### config.mk
export PLATFORM = sky130hd
export DESIGN_NAME = inv_rr_arbiter
export DESIGN_NICKNAME = d
export VERILOG_FILES = /design/src/rtl/inv_rr_arbiter.sv
export SDC_FILE = /design/constraint.sdc
export NUM_CORES = 1
export LEC_CHECK = 0
export ABC_AREA = 1
export CORE_MARGIN = 2
export CORE_UTILIZATION = 40
export DETAILED_ROUTE_END_ITERATION = 6
export GPL_TIMING_DRIVEN = 0
export PLACE_DENSITY_LB_ADDON = 0.15
export REMOVE_ABC_BUFFERS = 1
export SLEW_MARGIN = 0
export SYNTH_ARGS = -nofsm -noshare
export SYNTH_HDL_FRONTEND = slang
export SYNTH_SLANG_ARGS = --single-unit
### constraint.sdc
create_clock -name clk -period 3.84 [get_ports clk]
set_input_delay 0.768 -clock clk [delete_from_list [all_inputs] [get_ports clk]]
set_output_delay 0.768 -clock clk [all_outputs]
set_load 0.01 [all_outputs]
### src/rtl/inv_rr_arbiter.sv
// inv_rr_arbiter: round-robin sharing of one external inverter lane between NUM_REQ requesters
module inv_rr_arbiter #(
    parameter int NUM_REQ  = 4,
    parameter int WIDTH    = 8,
    parameter int HOLD_CYC = 2
) (
    input  logic                       clk,
    input  logic                       rst_n,
    input  logic [NUM_REQ-1:0]         req,
    input  logic [NUM_REQ*WIDTH-1:0]   req_data,
    output logic [WIDTH-1:0]           inv_a,
    input  logic [WIDTH-1:0]           inv_y,
    output logic [NUM_REQ-1:0]         gnt,
    output logic                       rsp_valid,
    output logic [$clog2(NUM_REQ)-1:0] rsp_id,
    output logic [WIDTH-1:0]           rsp_data,
    output logic                       busy
);
    localparam int IW = $clog2(NUM_REQ);
    localparam int CW = HOLD_CYC > 1 ? $clog2(HOLD_CYC) : 1;

    typedef enum logic [1:0] {IDLE, HOLD, RESP} state_t;

    state_t                          state;
    logic [IW-1:0]                   ptr, cur_id, win, nxt_id, j;
    logic [CW-1:0]                   cnt;
    logic [NUM_REQ-1:0][WIDTH-1:0]   ops;

    assign ops    = req_data;
    assign nxt_id = cur_id == IW'(NUM_REQ - 1) ? '0 : cur_id + IW'(1);

    // Scan from farthest to nearest offset so the closest request at/after ptr wins
    always_comb begin
        win = ptr;
        j   = ptr;
        for (int i = NUM_REQ - 1; i >= 0; i--) begin
            j = IW'((int'(ptr) + i) % NUM_REQ);
            if (req[j]) win = j;
        end
    end

    always_ff @(posedge clk or negedge rst_n) begin
        if (!rst_n) begin
            state     <= IDLE;
            ptr       <= '0;
            cur_id    <= '0;
            cnt       <= '0;
            inv_a     <= '0;
            gnt       <= '0;
            rsp_valid <= 1'b0;
            rsp_id    <= '0;
            rsp_data  <= '0;
            busy      <= 1'b0;
        end else begin
            case (state)
                IDLE: if (|req) begin
                    cur_id <= win;
                    inv_a  <= ops[win];
                    cnt    <= CW'(HOLD_CYC - 1);
                    busy   <= 1'b1;
                    state  <= HOLD;
                end
                // A withdrawn request aborts even on the final hold cycle
                HOLD: if (!req[cur_id]) begin
                    ptr   <= nxt_id;
                    busy  <= 1'b0;
                    state <= IDLE;
                end else if (cnt == '0) begin
                    rsp_data  <= inv_y;
                    rsp_valid <= 1'b1;
                    rsp_id    <= cur_id;
                    gnt       <= NUM_REQ'(1) << cur_id;
                    state     <= RESP;
                end else begin
                    cnt <= cnt - CW'(1);
                end
                default: begin
                    rsp_valid <= 1'b0;
                    gnt       <= '0;
                    busy      <= 1'b0;
                    ptr       <= nxt_id;
                    state     <= IDLE;
                end
            endcase
        end
    end
endmodule

==> results of run 1 <==
[critical path: stages]
cell             delay, ns
clkdlybuf4s50_1       0.53
inv_1                 0.08
a21oi_1               0.12
o21ai_1               0.08
nand2_1               0.08
nand2_1               0.08
nor2_1                0.66
inv_1                 0.44
o21ai_0               0.28
[final cells by class]
| cell class | count | area, sq um |
|---|---|---|
| fillers | 411 | 1805 |
| multi-input cells | 176 | 902.1 |
| flip-flops and latches | 31 | 775.7 |
| repair buffers | 69 | 685.7 |
| inverters | 21 | 96.34 |
| clock buffers | 5 | 68.82 |
| well taps | 52 | 65.06 |
| clock inverters | 3 | 15.01 |
[power by group through the flow]
| stage | combinational (W) | clock (W) | sequential (W) |
|---|---|---|---|
| floorplan | 0.000890 | 0 | 0.000640 |
| global placement | 0.00142 | 0 | 0.000598 |
| detailed placement | 0.00144 | 0 | 0.000597 |
| CTS | 0.00144 | 0.000248 | 0.000598 |
| global route | 0.00160 | 0.000260 | 0.000619 |
| finish | 0.00142 | 0.000242 | 0.000596 |
[through the flow]
step | instance area (sq um) | cells
floorplan | 1774 | 228
detailed placement | 2530 | 349
finish | 2609 | 357
CTS | 2614 | 357
global placement | 2530 | 349
global route | 2609 | 357
[layer usage]
layer	routed length, um	up-vias
li1	-	895
met1	1961	795
met2	2092	48
met3	281	2
met4	19	0
met5	0	-
[cells by family after synthesis]
logic type                 synth area share
DFF                                  0.4192
adders and majority gates           0.02705
buffers and inverters               0.09330
AOI/OAI and AO/OA                   0.05950
and+or+nand+nor                      0.4010
[final timing paths]
kind | end | slack, ns | cells past startpoint | start
setup / recovery | rsp_id[1] | 0.89 | 9 | req[2]
hold / removal | rsp_data[4] | 0.47 | 2 | rsp_data[4]
setup reg to reg | rsp_id[1] | 1.37 | 8 | cur_id[0]
hold reg to reg | rsp_data[4] | 0.47 | 2 | rsp_data[4]
max in group asynchronous | inv_a[0] | 2.88 | 1 | rst_n
min in group asynchronous | rsp_id[0] | 0.52 | 1 | rst_n
[cell usage in the layout, fill, tap and decap left out, types with 4 or more instances in the layout]
cell type	instances
clkbuf_8	5
clkdlybuf4s50_1	68
dfrtp_1	31
ha_1	4
inv_1	14
nand2_1	75
nand2_2	18
nand2_4	5
nand3_1	45
nor2_1	6
o21ai_0	8
o21ai_1	5
[registers in the layout (all words and copies together) (netlist names)]
name,flops
cur_id,2
inv_a,8
cnt,1
rsp_valid,1
state,2
rsp_id,2
gnt,4
ptr,2
busy,1
rsp_data,8
==> results.md, run 1 <==
- Detailed placer's ending HPWL: 3208 um
- Fin worst setup slack: 0.8881 ns
- Sum Neg Setup Slack: 0 ns
- Status: finished, final reports clean
- Final ANT Viol Nets: 0
- Area contributors post-synth: dfrtp_1 42%, nand2_1 15%, nand3_1 12%
- WL per Instance: 12.20 um
- Vias in the first global route: 1700
- PnR Total Power: 0.002256 W
- Mean post-synth cell area: 7.875 sq um
- Ports: 70
- Synth warn: 0
- Switch Pwr: 0.001066 W
- Mapped Cells: 235
- Hold Crit Class: flip-flop to flip-flop
- Clk_lat worst skew: 0.27 ns
- Post-CTS Setup Repair Bufs: 0
- Slew HR: 0.3979
- Port-buffer cells: 69
- Synth Register Bits: 31
- Min Tclk post-route: 2.952 ns
- N_diodes: 0
- Critical Path End Type: flip-flop
- Comb power frac: 0.629
- Sw frac: 0.4727
- Share of cells above drive strength 1: 0.1344
- H-tree levels: 2
- GRT met3 Usage: 0.04722
- Fin Hold WS: 0.4696 ns
- Synth cell count leaders: 75 x nand2_1, 45 x nand3_1, 31 x dfrtp_1
- Fin Clk Skew: 0.008931 ns
- Initial DRT Pass Iterations: 6
- Setup WS pre-CTS: 0.5741 ns
- Final setup fails: 0
- Remaining Overflow, GRT: 0
- Clock Tree Buf Depth: 2
- Grt met1 use: 0.2364
- Via density: 4.874
- Final wirelength: 4355 um
- Final-report max-slew violation count: 0
- Fin crit share: 0.7687
- Most frequent cell after synthesis: nand2_1
- Netlist Area Pre-Place: 1851 sq um
- Die H: 72.02 um
- Reg clk slew, reported paths: 0.06 ns
- Clock Power Share: 0.107
- DRC violations left: 0
- CTS tree: done
- Sequential area share after synthesis: 0.4192
- Largest net degree at the start of global routing: 32
- Worst Path Required: 4.02 ns
- Starting DRT DRC Count: 81
- FFs w/ async S/R, synth: 1.000
- Final Util: 0.5910
- Global-route wire length before repair: 7527 um
- Core area: 4414 sq um
- Post-synth EDFFs: 0
- DIE WIDTH: 72.02 um
- Total global routing track utilization: 0.1827
- Seq pwr share: 0.264
- Slew @ Worst Pin: 0.8999 ns
- Crit Path Max Fanout: 14
- Clk root buf: clkbuf_8
- TritonCTS buffer count: 5
- Arrival time of the worst setup path: 3.13 ns
- RePlAce Congestion: 0.8327
- Initial Utilization: 0.4192
- Max Cap Violations: 0
- Layout overhead on the synthesized area: 40.97%
- Critical Path Start Type: input pin
- Most Used Layer, Global Route: met2
- Post-synth top area share: 0.4192
- Final Hold Vio Count: 0
- Vias: 1740
- Dominant synthesized flop cell: dfrtp_1
- Gates resized, CTS repair: 0
- Maximum VDD drop: 0.0003726 V
- Global Route met2 Usage: 0.3107
- Fmax: 0.3388 GHz
- Nets: 354
- Worst Path Class, Setup: input pin to flip-flop
- Synth cell types: 24
- Dominant cell type by area after synthesis: dfrtp_1
- Cts hold-fix bufs: 0
- Initial antenna violation count: 0
- Clk sinks: 31
- Setup repair after global routing missed its margin: no
- Die area: 5186 sq um
- Pleak: 1.254 nW
- Row cnt: 24
- Pwr dens: 864.7 nW/um^2
- P_int: 0.001190 W
Power figures use the tool's default switching activity.
==> inputs of run 2 (changes only) <==
- clock period: 3.84 -> 3 ns (I/O delays scaled with it)
==> results.md, run 2 (synthesis gave the netlist of run 1 again) <==
- Status: finished, final reports clean
- Clock Power Share: 0.107
- Sw frac: 0.4729
- Fin worst setup slack: 0.5084 ns
- Most frequent cells in the layout: 75 x nand2_1, 68 x clkdlybuf4s50_1, 45 x nand3_1
- Fin Hold WS: 0.3533 ns
- Setup repair after global routing missed its margin: no
- RePlAce Congestion: 0.8327
- H-tree levels: 2
- Die H: 72.02 um
- Initial Utilization: 0.4192
- Post-CTS Setup Repair Bufs: 0
- Via density: 4.880
- Final Hold Vio Count: 0
- Most common cell after layout, fill and taps aside: nand2_1
- Fillers: 410
- Critical Path End Type: flip-flop
- Clk_lat worst skew: 0.27 ns
- Nets: 354
- Row cnt: 24
- Starting DRT DRC Count: 80
- Cts hold-fix bufs: 0
- Worst Path Class, Setup: input pin to flip-flop
- Min Tclk post-route: 2.492 ns
- Fin Clk Skew: 0.008931 ns
- Maximum VDD drop: 0.0004770 V
- Final ANT Viol Nets: 0
- Remaining Overflow, GRT: 0
- Largest net degree at the start of global routing: 32
- N_diodes: 0
- Ports: 70
- Clock Tree Buf Depth: 2
- Gates resized, CTS repair: 0
- Switch Pwr: 0.001366 W
- P_int: 0.001523 W
- Worst Path Required: 3.16 ns
- Clk sinks: 31
- Top Registers: inv_a: 8 flops, rsp_data: 8 flops, gnt: 4 flops
- Fmax: 0.4013 GHz
- Slew HR: 0.3978
- Arrival time of the worst setup path: 2.65 ns
- Comb power frac: 0.629
- Vias: 1742
- Max Cap Violations: 0
- Fin crit share: 0.8305
- CTS tree: done
- Slew @ Worst Pin: 0.9000 ns
- Reg clk slew, reported paths: 0.07 ns
- Share of cells above drive strength 1: 0.1377
- Clk root buf: clkbuf_8
- Worst R2R Setup Slack: 0.84 ns
- Global-route wire length before repair: 7527 um
- Core area: 4414 sq um
- Final wirelength: 4354 um
- Pwr dens: 1107 nW/um^2
- Crit Path Max Fanout: 14
- Setup WS pre-CTS: -0.09791 ns
- TritonCTS buffer count: 5
- Pleak: 1.254 nW
- Final setup fails: 0
- Hold Crit Class: input pin to asynchronous set/reset pin
- PnR Total Power: 0.002890 W
- Die area: 5186 sq um
- Detailed placer's ending HPWL: 3208 um
- Seq pwr share: 0.264
- Port-buffer cells: 69
- DIE WIDTH: 72.02 um
- Critical Path Start Type: input pin
- Initial antenna violation count: 0
- Vias in the first global route: 1700
- Layout overhead on the synthesized area: 41.11%
- Total global routing track utilization: 0.1827
- DRC violations left: 0
- Initial DRT Pass Iterations: 6
- WL per Instance: 12.20 um
- Final-report max-slew violation count: 0
-- run 2: cell counts in the layout (fill, tap and decap cells not counted) --
Identical to the previous run, type by type.
-- run 2: worst max-delay path, stage by stage --
cell and delay [ns]:
clkdlybuf4s50_1 0.54, nor4_1 0.08, nor2_1 0.69, clkinv_1 0.52, nand2_1 0.15, nand2_1 0.06
-- run 2: per-stage QoR --
step,TNS [ns],util,instance area [sq um],std cells
final,0,0.5916,2611,357
after global routing,0,0.5916,2611,357
after CTS,0,0.5921,2614,357
after detailed placement,-0.5287,0.5731,2530,349
after global placement,-0.2052,0.5731,2530,349
after floorplan,0,-,1774,228
-- run 2: routing by layer --
metal / vias up / wire length, um / track usage
met5: - / 0 / 0
met4: 0 / 19 / 0.03774
met3: 2 / 290 / 0.04722
met2: 50 / 2092 / 0.3107
met1: 795 / 1951 / 0.2364
li1: 895 / - / -
-- run 2: final timing paths --
kind / depth (start not counted) / endpoint / startpoint
worst max-delay path: 6 / inv_a[2] / req[3]
worst min-delay path: 1 / rsp_id[0] / rst_n
worst max register to register: 9 / rsp_id[1] / cur_id[0]
worst min register to register: 2 / rsp_data[4] / rsp_data[4]
max in group asynchronous: 1 / inv_a[0] / rst_n
min in group clk: 2 / rsp_data[4] / rsp_data[4]
-- run 2: cell type report --
class,instances,area (sq um),share of cell area
inverter,21,96.34,0.03690
sequential,31,775.7,0.2971
clock buffer,5,68.82,0.02635
timing repair buffer,69,685.7,0.2626
tap,52,65.06,0.02492
multi-input combinational,176,904.6,0.3464
clock inverter,3,15.01,0.005750
-- run 2: power groups by stage --
stage / clock, W / sequential (W) / combinational [W]
after floorplan: 0 / 0.000819 / 0.00114
after global placement: 0 / 0.000766 / 0.00181
after detailed placement: 0 / 0.000764 / 0.00184
after CTS: 0.000317 / 0.000766 / 0.00184
after global routing: 0.000333 / 0.000793 / 0.00205
final: 0.000310 / 0.000763 / 0.00182
==> patch (flow settings as in run 2) <==
Change the parameter `NUM_REQ` from 4 to 8.
--- a/src/rtl/inv_rr_arbiter.sv
+++ b/src/rtl/inv_rr_arbiter.sv
@@ -2,3 +2,3 @@
 module inv_rr_arbiter #(
-    parameter int NUM_REQ  = 4,
+    parameter int NUM_REQ  = 8,
     parameter int WIDTH    = 8,
Ports: changed (resized gnt, req, req_data and rsp_id); port bits go from 70 to 111. No check against the original RTL was run, so the function may have changed too.
==> patch against run 2 <==
  * Sequential cell count rose by 7
  * Via count grew 84%
  * Final area grew 60%
  * Fmax down 7.7%
  * Synthesized cell count grew 88%
  * Wire length increased by 84%
  * Count of clock-buffer cells in the layout grew 1
  * First-iteration DRC count increased by 53%
  * Critical endpoint is now inv_a[7]$_DFFE_PN0P_
  * Area after synthesis is 55% higher
  * Worst setup slack worse by 210 ps
Power is left out: the tool's default activity adds up to more than one toggle a clock period on the data nets, which glitch-free logic cannot reach.
==> patch: results (changes against run 2) <==
critical_path:
  reg2reg_depth: 18  # +9
  critical_path_class: "flop to flop"
  critical_path_arrival_ps: 2880  # +230 ps
  critical-path-max-stage-delay_ps: 480  # -210 ps
  worstReg2RegEnd: "inv_a[7]$_DFFE_PN0P_"
  worst_path_max_delay_cell: "dfrtp_2"
  critical_path.startpoint: "ptr[1]$_DFFE_PN0P_"
  critical_path.max_fanout: 13  # -1
  regToRegSetupSlack_ps: 300  # -540 ps
logic_synthesis:
  netlist_top_cells_area: "dfrtp_1 (33%), nand2_1 (27%), nand3_1 (15%), ha_1 (3.5%), inv_1 (3.3%)"
  synth.top_cells.by_count: "nand2_1 (203), nand3_1 (84), dfrtp_1 (38)"
  synth.lib_cells_used.distinct: 28  # +17%
  post_synthesis_xor_xnor_area_fraction: 0.00917  # +0.00917
  post_synthesis_adder_cell_area_fraction: 0.0349  # +0.00790
  synth_seq_area_share: 0.332  # -0.0872
  synth_compound_area_frac: 0.0852  # +0.0257
  yosysWarningCount: 0  # unchanged
  postSynthAreaPerCell_um2: 6.48  # -18%
  post_synth_mux_area_share: 0  # unchanged
worst_hold_path:
  hold_class: "primary input to async pin"
layout:
  instances_no_fill: 646  # +81%
  top_regs: "gnt x8, inv_a x8, rsp_data x8"
  share_of_final_layout_standard_cells_stronger_than_drive_strength_1: 0.0818  # -0.0559
  num-nets-final: 639  # +81%
  fillers: 637  # +55%
  num_antenna_cells: 0  # unchanged
clocking:
  ctsLongestPathBuffers: 2  # unchanged
  worstSkewPairLatency_ps: 290  # +20 ps
  cts_root_cell: "clkbuf_8"
  cts_inserted_buffers: 5  # unchanged
  worst_setup_hold_path_clk_slew_ps: 80
run_status:
  run_status: "completed"
route:
  drt_first_pass_iters: 4  # -2
  first_iter_violations: 122  # +53%
  drt-vias-per-instance: 4.95  # +1.4%
  postRouteWirelength_mm: 8.02  # +84%
sta:
  worst_clock_skew_ps: 11.4  # +2.44 ps
  timing.max_slew.rel_slack: 0.446  # +0.0477
grt:
  grt_max_degree: 39  # +22%
  met2_usage: 0.371  # +0.0605
  globalRouteMet3Util: 0.0476  # +0.000352
  grt_pass1_wl_mm: 13.2  # +76%
  grt_usage: 0.212  # +0.0291
  grt_pass1_vias: 3011  # +77%
  use_met1: 0.268  # +0.0311
placed_design:
  number_of_placed_instances_with_taps_included: 633  # +81%
  place_hpwl_mm: 6.12  # +91%
  globalplace.congestion: 0.899  # +7.9%
  buffer_ports.inserted: 110  # +59%
## patch: layer usage
metal | part of all wire | up-vias
li1 | - | 1645
met1 | 0.43 | 1458
met2 | 0.50 | 84
met3 | 0.055 | 10
met4 | 0.010 | 0
met5 | 0 | -
## patch: worst min-delay path by stage
stage	start	to	slack (ps)	depth (start not counted)
2_1_floorplan	rst_n	busy$_DFFE_PN0P_	300	0
3_3_place_gp	rsp_data[5]$_DFFE_PN0P_	rsp_data[5]$_DFFE_PN0P_	450	2
3_5_place_dp	rsp_data[5]$_DFFE_PN0P_	rsp_data[5]$_DFFE_PN0P_	460	2
4_1_cts	rst_n	rsp_data[4]$_DFFE_PN0P_	420	1
5_1_grt	rst_n	rsp_data[4]$_DFFE_PN0P_	470	1
6_report	rst_n	rsp_data[4]$_DFFE_PN0P_	400	1
## patch: cell type report
class                      count  share of cell area
multi-input combinational    356               0.421
timing repair buffer         114               0.269
sequential                    38               0.228
inverter                      34              0.0337
tap                           96              0.0287
clock buffer                   6              0.0173
clock inverter                 2             0.00328
## patch: stage by stage
stage	setup slack [ps]	setup TNS [ps]	util	hold WS [ps]	area [µm²]
2_1_floorplan	80.7	0	-	304	2760
3_3_place_gp	-632	-11260	0.579	454	3980
3_5_place_dp	-661	-11420	0.578	458	3970
4_1_cts	-33.4	-33.4	0.600	424	4120
5_1_grt	-6.62	-8.36	0.610	473	4190
6_report	302	0	0.610	398	4190
## patch: cell families after synthesis
logic type | Yosys count
AOI/OAI and AO/OA | 36
xor gates and xnor gates | 3
adders and majority gates | 8
buffers and inverters | 49
DFF | 38
and+or+nand+nor | 308
## patch: critical path: cells and delay by family (launching register included)
family                     cells  cell delay (ps)
buffers and inverters          2              260
and+or+nand+nor               13             1160
AOI/OAI and AO/OA              2              430
DFF                            1              480
adders and majority gates      1              240
## patch: repair_timing
action | in CTS | in global routing
pin swaps | 1 | 0
hold endpoints to repair | 0 | 0
setup buffers | 1 | 3
endpoints found under the setup margin | 23 | 18
cloned | 1 | 0
resized for setup | 13 | 11
